===== src/rtl/decode_stage_pkg.sv =====
// Shared decode constants: MIPS opcode/funct encodings, ALU operation codes
// and the control bundle carried in the ID/EX register.
package decode_stage_pkg;

   localparam logic [5:0] OP_RTYPE = 6'h00;
   localparam logic [5:0] OP_J     = 6'h02;
   localparam logic [5:0] OP_BEQ   = 6'h04;
   localparam logic [5:0] OP_ADDI  = 6'h08;
   localparam logic [5:0] OP_SLTI  = 6'h0A;
   localparam logic [5:0] OP_ANDI  = 6'h0C;
   localparam logic [5:0] OP_ORI   = 6'h0D;
   localparam logic [5:0] OP_LW    = 6'h23;
   localparam logic [5:0] OP_SW    = 6'h2B;

   localparam logic [5:0] FN_ADD   = 6'h20;
   localparam logic [5:0] FN_SUB   = 6'h22;
   localparam logic [5:0] FN_AND   = 6'h24;
   localparam logic [5:0] FN_OR    = 6'h25;
   localparam logic [5:0] FN_SLT   = 6'h2A;

   typedef enum logic [2:0] {
      ALU_ADD = 3'd0,
      ALU_SUB = 3'd1,
      ALU_AND = 3'd2,
      ALU_OR  = 3'd3,
      ALU_SLT = 3'd4
   } alu_op_e;

   typedef struct packed {
      logic    reg_write;
      logic    mem_read;
      logic    mem_write;
      logic    mem_to_reg;
      logic    alu_src;
      logic    branch;
      logic    jump;
      alu_op_e alu_op;
   } ctrl_t;

   // All controls inactive: what a bubble carries into execute.
   localparam ctrl_t CTRL_NONE = ctrl_t'('0);

endpackage


===== src/rtl/decode_stage_instr_decoder.sv =====
// Combinational MIPS decoder: instruction word to controls, ALU op,
// destination register, operand usage, illegal flag and extended immediate.
module instr_decoder
   import decode_stage_pkg::*;
#(
   parameter int DATA_W     = 32,
   parameter int REG_ADDR_W = 5
) (
   input  logic [31:0]           instruction,
   output ctrl_t                 ctrl,
   output logic [REG_ADDR_W-1:0] dest,
   output logic                  uses_rs,
   output logic                  uses_rt,
   output logic                  illegal,
   output logic [DATA_W-1:0]     imm
);

   logic [5:0] opcode;
   logic [5:0] funct;
   logic       sign_ext;

   assign opcode = instruction[31:26];
   assign funct  = instruction[5:0];

   // Decode opcode/funct into the control bundle and operand usage.
   always_comb begin
      // NOTE: every output gets a default first so no path through the case leaves it unassigned (no latch).
      ctrl     = CTRL_NONE;
      dest     = '0;
      uses_rs  = 1'b1;
      uses_rt  = 1'b0;
      illegal  = 1'b0;
      sign_ext = 1'b1;
      unique case (opcode)
         OP_RTYPE: begin
            uses_rt = 1'b1;
            if (instruction != 32'h0) begin
               ctrl.reg_write = 1'b1;
               dest           = REG_ADDR_W'(instruction[15:11]);
               unique case (funct)
                  FN_ADD:  ctrl.alu_op = ALU_ADD;
                  FN_SUB:  ctrl.alu_op = ALU_SUB;
                  FN_AND:  ctrl.alu_op = ALU_AND;
                  FN_OR:   ctrl.alu_op = ALU_OR;
                  FN_SLT:  ctrl.alu_op = ALU_SLT;
                  default: illegal     = 1'b1;
               endcase
            end
         end
         OP_ADDI, OP_SLTI: begin
            ctrl.reg_write = 1'b1;
            ctrl.alu_src   = 1'b1;
            ctrl.alu_op    = (opcode == OP_SLTI) ? ALU_SLT : ALU_ADD;
            dest           = REG_ADDR_W'(instruction[20:16]);
         end
         OP_ANDI, OP_ORI: begin
            ctrl.reg_write = 1'b1;
            ctrl.alu_src   = 1'b1;
            ctrl.alu_op    = (opcode == OP_ORI) ? ALU_OR : ALU_AND;
            dest           = REG_ADDR_W'(instruction[20:16]);
            sign_ext       = 1'b0;
         end
         OP_LW: begin
            ctrl.reg_write  = 1'b1;
            ctrl.mem_read   = 1'b1;
            ctrl.mem_to_reg = 1'b1;
            ctrl.alu_src    = 1'b1;
            dest            = REG_ADDR_W'(instruction[20:16]);
         end
         OP_SW: begin
            ctrl.mem_write = 1'b1;
            ctrl.alu_src   = 1'b1;
            uses_rt        = 1'b1;
         end
         OP_BEQ: begin
            ctrl.branch = 1'b1;
            ctrl.alu_op = ALU_SUB;
            uses_rt     = 1'b1;
         end
         OP_J: begin
            ctrl.jump = 1'b1;
            uses_rs   = 1'b0;
         end
         default: illegal = 1'b1;
      endcase
      // An illegal word travels as a bubble; a non-writing word names no destination.
      if (illegal) begin
         ctrl = CTRL_NONE;
      end
      if (!ctrl.reg_write) begin
         dest = '0;
      end
   end

   assign imm = sign_ext ? {{(DATA_W-16){instruction[15]}}, instruction[15:0]}
                         : {{(DATA_W-16){1'b0}}, instruction[15:0]};

endmodule


===== src/rtl/decode_stage.sv =====
// Pipelined MIPS instruction-decode stage: register-bank addressing, ID/EX
// register, load-use bubble insertion, branch flush and valid/ready handshake.
module decode_stage
   import decode_stage_pkg::*;
#(
   parameter int DATA_W      = 32,
   parameter int REG_ADDR_W  = 5,
   parameter int STALL_CNT_W = 16
) (
   input  logic                   clk,
   input  logic                   reset,
   input  logic                   InstrValid,
   input  logic [31:0]            Instruction,
   output logic                   InstrReady,
   output logic [REG_ADDR_W-1:0]  ReadRegister1,
   output logic [REG_ADDR_W-1:0]  ReadRegister2,
   input  logic [DATA_W-1:0]      ReadData1,
   input  logic [DATA_W-1:0]      ReadData2,
   input  logic                   Flush,
   input  logic                   OutReady,
   output logic                   OutValid,
   output logic [DATA_W-1:0]      OutData1,
   output logic [DATA_W-1:0]      OutData2,
   output logic [DATA_W-1:0]      OutImm,
   output logic [4:0]             OutShamt,
   output logic [REG_ADDR_W-1:0]  OutDest,
   output logic [2:0]             OutAluOp,
   output logic                   OutRegWrite,
   output logic                   OutMemRead,
   output logic                   OutMemWrite,
   output logic                   OutMemToReg,
   output logic                   OutAluSrc,
   output logic                   OutBranch,
   output logic                   OutJump,
   output logic [25:0]            OutJumpTarget,
   output logic                   IllegalSeen,
   output logic [STALL_CNT_W-1:0] StallCount
);

   ctrl_t                 dec_ctrl;
   logic [REG_ADDR_W-1:0] dec_dest;
   logic                  dec_uses_rs;
   logic                  dec_uses_rt;
   logic                  dec_illegal;
   logic [DATA_W-1:0]     dec_imm;
   ctrl_t                 ctrl_q;
   logic                  hazard;
   logic                  accept;

   instr_decoder #(
      .DATA_W     (DATA_W),
      .REG_ADDR_W (REG_ADDR_W)
   ) u_decoder (
      .instruction (Instruction),
      .ctrl        (dec_ctrl),
      .dest        (dec_dest),
      .uses_rs     (dec_uses_rs),
      .uses_rt     (dec_uses_rt),
      .illegal     (dec_illegal),
      .imm         (dec_imm)
   );

   assign ReadRegister1 = REG_ADDR_W'(Instruction[25:21]);
   assign ReadRegister2 = REG_ADDR_W'(Instruction[20:16]);

   // A load in ID/EX whose destination the incoming word reads must be followed by a bubble.
   assign hazard = InstrValid & OutValid & ctrl_q.mem_read & (OutDest != '0) &
                   ((dec_uses_rs & (OutDest == ReadRegister1)) |
                    (dec_uses_rt & (OutDest == ReadRegister2)));

   assign InstrReady = (!OutValid | OutReady) & !hazard & !Flush;
   assign accept     = InstrValid & InstrReady;

   // ID/EX register: Flush > hazard > accept > drain/hold.
   always_ff @(posedge clk or posedge reset) begin
      if (reset) begin
         OutValid      <= 1'b0;
         ctrl_q        <= CTRL_NONE;
         OutDest       <= '0;
         OutData1      <= '0;
         OutData2      <= '0;
         OutImm        <= '0;
         OutShamt      <= '0;
         OutJumpTarget <= '0;
         IllegalSeen   <= 1'b0;
         StallCount    <= '0;
      end else if (Flush) begin
         // NOTE: non-blocking so every ID/EX field is computed from pre-edge values.
         OutValid <= 1'b0;
         ctrl_q   <= CTRL_NONE;
         OutDest  <= '0;
      end else if (hazard) begin
         if (OutReady) begin
            OutValid <= 1'b0;
            ctrl_q   <= CTRL_NONE;
            OutDest  <= '0;
            if (StallCount != '1) begin
               StallCount <= StallCount + 1'b1;
            end
         end
      end else if (accept) begin
         if (dec_illegal) begin
            OutValid    <= 1'b0;
            ctrl_q      <= CTRL_NONE;
            OutDest     <= '0;
            IllegalSeen <= 1'b1;
         end else begin
            OutValid      <= 1'b1;
            ctrl_q        <= dec_ctrl;
            OutDest       <= dec_dest;
            OutData1      <= ReadData1;
            OutData2      <= ReadData2;
            OutImm        <= dec_imm;
            OutShamt      <= Instruction[10:6];
            OutJumpTarget <= Instruction[25:0];
         end
      end else if (OutReady) begin
         OutValid <= 1'b0;
         ctrl_q   <= CTRL_NONE;
         OutDest  <= '0;
      end
   end

   assign OutRegWrite = ctrl_q.reg_write;
   assign OutMemRead  = ctrl_q.mem_read;
   assign OutMemWrite = ctrl_q.mem_write;
   assign OutMemToReg = ctrl_q.mem_to_reg;
   assign OutAluSrc   = ctrl_q.alu_src;
   assign OutBranch   = ctrl_q.branch;
   assign OutJump     = ctrl_q.jump;
   assign OutAluOp    = ctrl_q.alu_op;

endmodule


===== config.mk =====
export PLATFORM = sky130hd
export DESIGN_NAME = decode_stage
export DESIGN_NICKNAME = d
export VERILOG_FILES = /design/src/rtl/decode_stage_pkg.sv /design/src/rtl/decode_stage_instr_decoder.sv /design/src/rtl/decode_stage.sv
export SDC_FILE = /design/constraint.sdc
export NUM_CORES = 1
export LEC_CHECK = 0
export BUFFER_PORTS_ARGS = -buffer_cell sky130_fd_sc_hd__buf_2
export CAP_MARGIN = 40
export CORE_UTILIZATION = 40
export CTS_BUF_LIST = sky130_fd_sc_hd__clkbuf_8 sky130_fd_sc_hd__clkbuf_16
export DETAILED_ROUTE_END_ITERATION = 12
export MAX_ROUTING_LAYER = met4
export PLACE_DENSITY = 0.71
export SYNTH_ARGS = -nofsm -noshare
export SYNTH_HDL_FRONTEND = slang
export SYNTH_SLANG_ARGS = --single-unit

===== constraint.sdc =====
create_clock -name clk -period 4.89 [get_ports clk]
set_input_delay 0.2445 -clock clk [delete_from_list [all_inputs] [get_ports clk]]
set_output_delay 0.2445 -clock clk [all_outputs]
set_load 0.005 [all_outputs]

======== Word-level counts from Yosys, hierarchy flattened ========
Cells that the tools add are included.
storage, ports and cells
  output and inout bits ................... 171
  word-level logic and storage cells ...... 101
  input bits .............................. 101
  flip-flop bits (word level) ............. 160
cells by class
  reduce and logical (&&, ||, !) cells .... 16
  add/subtract/negate cells ............... 1
  equality and inequality tests ........... 16
  muxes and demuxes ....................... 37
  bitwise logic cells ..................... 14
operators with widths
  cell                                            count
  two-way mux 10 bit                              6
  == test 6 bit (second input constant)           7
  two-way mux 5 bit                               7
  two-way mux 32 bit                              1
  nonzero test 32 bit                             1
  == test 6 x 4 -> 1 bit (second input constant)  4
  one-hot mux 3 bit (4 select lines)              2
  adder 16 x 1 -> 16 bit (second input constant)  1
  two-way mux 1 bit                               16
  != test 16 bit (second input constant)          1
  AND reduction 4 bit                             3
  == test 5 bit                                   2
  one-hot mux 5 bit (2 select lines)              1
  OR reduction 5 bit                              2
  bitwise AND 1 bit                               9
  OR reduction 8 bit                              1
  == test 6 x 2 -> 1 bit (second input constant)  1
  == test 6 x 3 -> 1 bit (second input constant)  1
  zero test 6 bit                                 1
  two-way mux 3 bit                               2
  OR reduction 6 bit                              1
  nonzero test 5 bit                              1
  one-hot mux 1 bit (2 select lines)              2
  OR reduction 2 bit                              2
  4 further kinds                                 9

======== Depth between registers and ports, before layout ========
  word-level depth ........................ 13
  mapped depth ............................ 10

======== By module ========
From an unflattened synthesis, not the netlist that was laid out.
second synthesis, totals
  cells, all modules ...................... 528
  area, all modules ....................... 7638.6 um2
modules (own cells, without submodules)
  module         cells an instance  instances  area each (um2)
  decode_stage   417                1          6809.0
  instr_decoder  111                1          829.5

======== Least setup slack after synthesis ========
OpenSTA, ideal clock, no wires.
  kind .................................... input port to flip-flop
  start ................................... in Instruction[30]
  end ..................................... reg OutData1[0]
  arrival ................................. 2464 ps
  slack ................................... 2301 ps
  library setup time ...................... 125 ps
  buffers on the path ..................... 4
  required time ........................... 4765 ps
  cell stages on the path ................. 10
  cell sequence ........................... buf_4 -> or4b_4 -> nor3_2 -> nand4b_1 -> nand2_1 -> or4b_1 -> buf_2 -> buf_6 -> buf_6 -> mux2_4
between the ends
  word-level cells in the longest chain between the ends .. 11
  elaborated cells between the ends (all ways) .. 27
  classes of those cells .................. eq/ne: 8; mux: 4; bitwise: 9; reduce/logical: 6
RTL lines
  item                                   line                              RTL
  start, declared                        decode_stage.sv:13                input logic [31:0] Instruction,
  == test 6 bit (tied with other cells)  decode_stage_instr_decoder.sv:34  unique case (opcode)
  OR reduction 3 bit (no line)           -
  two-way mux 1 bit                      decode_stage_instr_decoder.sv:34
  bitwise AND 1 bit                      decode_stage.sv:69                (dec_uses_rt & (OutDest == ReadRegister2)));
  bitwise OR 1 bit                       decode_stage.sv:68                ((dec_uses_rs & (OutDest == ReadRegister1)) |
  bitwise AND 1 bit                      decode_stage.sv:67                assign hazard = InstrValid & OutValid & ctrl_q.mem_read & (OutDest != '0) &
  zero test 1 bit                        decode_stage.sv:71                assign InstrReady = (!OutValid | OutReady) & !hazard & !Flush;
  bitwise AND 1 bit (2 in series)        decode_stage.sv:71
  bitwise AND 1 bit                      decode_stage.sv:72                assign accept = InstrValid & InstrReady;
  AND reduction 4 bit (no line) *        -
  end signal, assigned                   decode_stage.sv:111               OutData1 <= ReadData1;
  end, declared                          decode_stage.sv:22                output logic [DATA_W-1:0] OutData1,
Mark *: on every way between the ends. The rest lies on a longest branch, timed or not.
A chain may end at the register's enable or synchronous reset.

======== Final worst setup path ========
  start ................................... in Instruction[29]
  end ..................................... reg OutData2[1]
between the ends
  word-level cells in the longest chain between the ends .. 11
  elaborated cells between the ends (all ways) .. 27
  classes of those cells .................. eq/ne: 8; mux: 4; bitwise: 9; reduce/logical: 6
RTL lines
  item                                   line                              RTL
  == test 6 bit (tied with other cells)  decode_stage_instr_decoder.sv:34
  OR reduction 3 bit (no line)           -
  two-way mux 1 bit                      decode_stage_instr_decoder.sv:34
  bitwise AND 1 bit                      decode_stage.sv:69
  bitwise OR 1 bit                       decode_stage.sv:68
  bitwise AND 1 bit                      decode_stage.sv:67
  zero test 1 bit                        decode_stage.sv:71
  bitwise AND 1 bit (2 in series)        decode_stage.sv:71
  bitwise AND 1 bit                      decode_stage.sv:72
  AND reduction 4 bit (no line) *        -
  end signal, assigned                   decode_stage.sv:112               OutData2 <= ReadData2;
  end, declared                          decode_stage.sv:23                output logic [DATA_W-1:0] OutData2,
Marks and branches as above.

==> results.sh <==
export IMPL_run_status="finished, final reports clean"
export IMPL_layout_area_overhead_vs_synth_pct=31.2
export IMPL_post_route_period_util_pct=59.6
export IMPL_drt_pre_antenna_iters=4
export IMPL_number_of_routed_nets_with_antenna_violations=0
export IMPL_finalMaxSlewViolations=0
export IMPL_postSynthNetCount=564
export IMPL_pin_count=272
export IMPL_crit_path_max_fanout=27
export IMPL_fin_util_pct=54.0
export IMPL_yosys_top_cells_area="sky130_fd_sc_hd__dfrtp_1 (52%), sky130_fd_sc_hd__mux2_4 (14%), sky130_fd_sc_hd__mux2_2 (6.8%)"
export IMPL_cts_root_to_sink_buffers=2
export IMPL_cp_data_arrival_time_ns=3.20
export IMPL_timing_max_slew_rel_slack_pct=54.7
export IMPL_final_layout_size_suffix_gt1_share_pct=58.2
export IMPL_power_mw=3.51
export IMPL_post_place_ws_ns=1.56
export IMPL_finish_net_count=792
export IMPL_globalRoute_totalOverflow=0
export IMPL_regToRegSetupSlack_ns=2.10
export IMPL_vdd_drop_max_mv=0.218
export IMPL_synthArstFlopShare_pct=100
export IMPL_crit_path_start="Instruction[29]"
export IMPL_initial_core_util_pct=41.1
export IMPL_synth_distinct_cells=43
export IMPL_numPortBuffers=271
export IMPL_cts_buffers=17
export IMPL_final_design_area_no_fill_mm2=0.00787
export IMPL_synth_seq_cells=124
export IMPL_synth_edff_count=0
export IMPL_synthesis_instances=462
export IMPL_setup_total_negative_slack_ns=0
export IMPL_detailedPlacementHpwl_mm=11.2
export IMPL_gp_routability_congestion=0.851
export IMPL_number_of_cells_in_the_design_after_placement=854
export IMPL_tritoncts="done"
export IMPL_die_height_um=124
export IMPL_finalHoldViolations=0
export IMPL_worstReg2RegEnd="OutData2[1]$_DFFE_PP0P_"
export IMPL_hold_end="OutData1[0]$_DFFE_PP0P_"
export IMPL_route_detailed_wl_per_inst_um=16.8
export IMPL_num_vias=4387
export IMPL_grt_setup_unrepaired="no"
export IMPL_timing_hold_worst_start="ReadData1[0]"
export IMPL_logic_depth_of_the_worst_register_to_register_path=7
export IMPL_regToRegStartpoint="OutDest[4]$_DFF_PP0_"
export IMPL_post_synthesis_instance_area_mm2=0.00600
export IMPL_end_kind="flip-flop"
export IMPL_layoutNonFillerInstCount=887
export IMPL_transition_at_the_pin_with_the_smallest_max_transition_slack_ns=0.679
export IMPL_cts_sink_count=124
export IMPL_hold_depth=2
export IMPL_static_leakage_power_nw=4.19
export IMPL_min_path_type="in -> reg"
export IMPL_antenna_diode_count=0
export IMPL_pin_count_of_the_biggest_net_entering_global_routing=66
export IMPL_final_setup_viol_count=0
export IMPL_grt_util_all_layers_pct=20.5
export IMPL_post_route_drc_count=0
export IMPL_timing_final_crit_period_ns=2.92
export IMPL_synth_cells_most_frequent="sky130_fd_sc_hd__dfrtp_1 (124), sky130_fd_sc_hd__mux2_4 (57), sky130_fd_sc_hd__buf_4 (47)"
export IMPL_clock_latency_ns=0.40
export IMPL_fmax_mhz=343
export IMPL_proportion_of_synthesized_chip_area_in_sequential_cells_pct=51.7
export IMPL_cts_htree_levels=4
export IMPL_synth_top_cell_area_share_pct=51.7
export IMPL_post_synth_cell_area_avg_um2=13.0
export IMPL_clkSlewWorstSetupHoldPaths_ns=0.06
export IMPL_detail_route_vias_per_cell=4.95
export IMPL_cts_root_buffer="sky130_fd_sc_hd__clkbuf_16"
export IMPL_worst_slack_ns=1.97
export IMPL_grt_pass1_wl_mm=24.3
export IMPL_startpoint_type="input port"
export IMPL_power_density_mw_per_mm2=446
export IMPL_vias_in_the_first_global_route=4542
export IMPL_synth_flop_cell="sky130_fd_sc_hd__dfrtp_1"
export IMPL_grt_antenna_before_repair=0
export IMPL_hold_slack_ns=0.0723
export IMPL_timing_clock_skew_ns=0.00753
export IMPL_floorplan_core_area_mm2=0.0146
export IMPL_cp_required_ns=5.17
export IMPL_die_area_mm2=0.0155
export IMPL_max_cap_viol_count=0
export IMPL_synth_top_area_cell="sky130_fd_sc_hd__dfrtp_1"
export IMPL_totalWireLength_mm=14.9
export IMPL_synth_yosys_warnings=0
export IMPL_placementRows=44
export IMPL_place_area_mm2=0.00718
export IMPL_setup_worst_path_class="in -> reg"
export IMPL_initialDrtViolationCount=186
export IMPL_die_outline_width_um=124
export IMPL_synth_most_common_cell="sky130_fd_sc_hd__dfrtp_1"
-- worst max path at each step --
stage / end / slack (ns) / cells past startpoint
after floorplan: IllegalSeen$_DFFE_PP0P_ / 1.35 / 1
after global placement: OutData2[4]$_DFFE_PP0P_ / 1.76 / 8
after detailed placement: OutData2[1]$_DFFE_PP0P_ / 1.56 / 8
after CTS: OutData2[1]$_DFFE_PP0P_ / 1.99 / 8
after global routing: OutData2[1]$_DFFE_PP0P_ / 1.78 / 8
final: OutData2[1]$_DFFE_PP0P_ / 1.97 / 8
-- logic make-up (layout without fill, tap and decap cells) --
| logic type | after synthesis | count (layout) | synth area share, % |
|---|---|---|---|
| xor gates and xnor gates | 26 | 26 | 3.80 |
| DFF | 124 | 124 | 51.7 |
| and+or+nand+nor | 97 | 97 | 9.32 |
| buffers and inverters | 80 | 321 | 8.95 |
| adders and majority gates | 1 | 1 | 0.209 |
| muxes | 96 | 96 | 21.5 |
| AOI/OAI and AO/OA | 38 | 38 | 4.48 |
-- sequential cells by signal (all words and copies together) (netlist names) --
| name | count |
|---|---|
| OutAluSrc | 1 |
| OutDest | 5 |
| OutImm | 17 |
| OutBranch | 1 |
| OutMemRead | 1 |
| IllegalSeen | 1 |
| OutRegWrite | 1 |
| OutData1 | 32 |
| OutValid | 1 |
| OutJumpTarget | 10 |
| OutAluOp | 3 |
| OutMemToReg | 1 |
| OutJump | 1 |
| StallCount | 16 |
| OutData2 | 32 |
| OutMemWrite | 1 |
-- where the power goes --
part           internal, mW  switching [mW]
Clock                 0.973           0.446
Combinational         0.454           0.278
Sequential             1.23           0.126
-- critical path, stage by stage --
cell	delay, ns
sky130_fd_sc_hd__buf_2	0.17
sky130_fd_sc_hd__or3_1	0.47
sky130_fd_sc_hd__nor4_4	0.28
sky130_fd_sc_hd__o21ai_0	0.26
sky130_fd_sc_hd__o21ai_2	0.41
sky130_fd_sc_hd__or4b_4	0.52
sky130_fd_sc_hd__buf_4	0.43
sky130_fd_sc_hd__mux2_2	0.38
-- layout by cell type, fill, tap and decap left out, types with 2 or more instances in the layout --
cell type	n
sky130_fd_sc_hd__buf_2	271
sky130_fd_sc_hd__dfrtp_1	124
sky130_fd_sc_hd__mux2_4	57
sky130_fd_sc_hd__mux2_2	36
sky130_fd_sc_hd__nor2_1	18
sky130_fd_sc_hd__nand2_1	17
sky130_fd_sc_hd__clkbuf_16	17
sky130_fd_sc_hd__xnor2_1	15
sky130_fd_sc_hd__a21oi_1	11
sky130_fd_sc_hd__xor2_1	11
sky130_fd_sc_hd__inv_1	11
sky130_fd_sc_hd__nand3_1	10
sky130_fd_sc_hd__nand4_1	9
sky130_fd_sc_hd__nor4_1	8
sky130_fd_sc_hd__a211o_1	7
sky130_fd_sc_hd__nand3b_1	7
sky130_fd_sc_hd__and4_1	5
sky130_fd_sc_hd__clkbuf_8	5
sky130_fd_sc_hd__bufinv_16	5
sky130_fd_sc_hd__nor3_1	4
sky130_fd_sc_hd__o22ai_1	4
sky130_fd_sc_hd__nor2b_1	4
sky130_fd_sc_hd__a32o_1	4
sky130_fd_sc_hd__nand2b_1	3
sky130_fd_sc_hd__o21ai_0	3
sky130_fd_sc_hd__mux2i_1	3
sky130_fd_sc_hd__clkinv_4	3
sky130_fd_sc_hd__buf_4	3
sky130_fd_sc_hd__nand4b_1	2
sky130_fd_sc_hd__or3_1	2
sky130_fd_sc_hd__or4b_4	2
sky130_fd_sc_hd__a21boi_0	2
sky130_fd_sc_hd__and3_1	2
-- final cells by class --
| type | instances | area [um2] |
|---|---|---|
| fillers | 1271 | 6720 |
| flip-flops and latches | 124 | 3100 |
| multi-input cells | 258 | 2370 |
| repair buffers | 278 | 1450 |
| clock buffers | 22 | 494 |
| well taps | 184 | 230 |
| clock inverters | 10 | 185 |
| inverters | 11 | 43.8 |
-- repair_timing --
item,in CTS,in global routing
hold buffers,1,0
gates resized for setup,0,0
hold endpoints to repair,69,0
buffers inserted,0,0
setup endpoints to repair,0,0
-- per-layer routing --
metal | vias to the layer above | part of all wire, % | track usage, %
met5 | - | 0 | -
met2 | 170 | 50 | 32.4
met3 | 19 | 5.2 | 5.93
met1 | 2166 | 44 | 25.5
met4 | 0 | 1.3 | 5.74
li1 | 2032 | - | -
(Power assumes the default switching activity.)
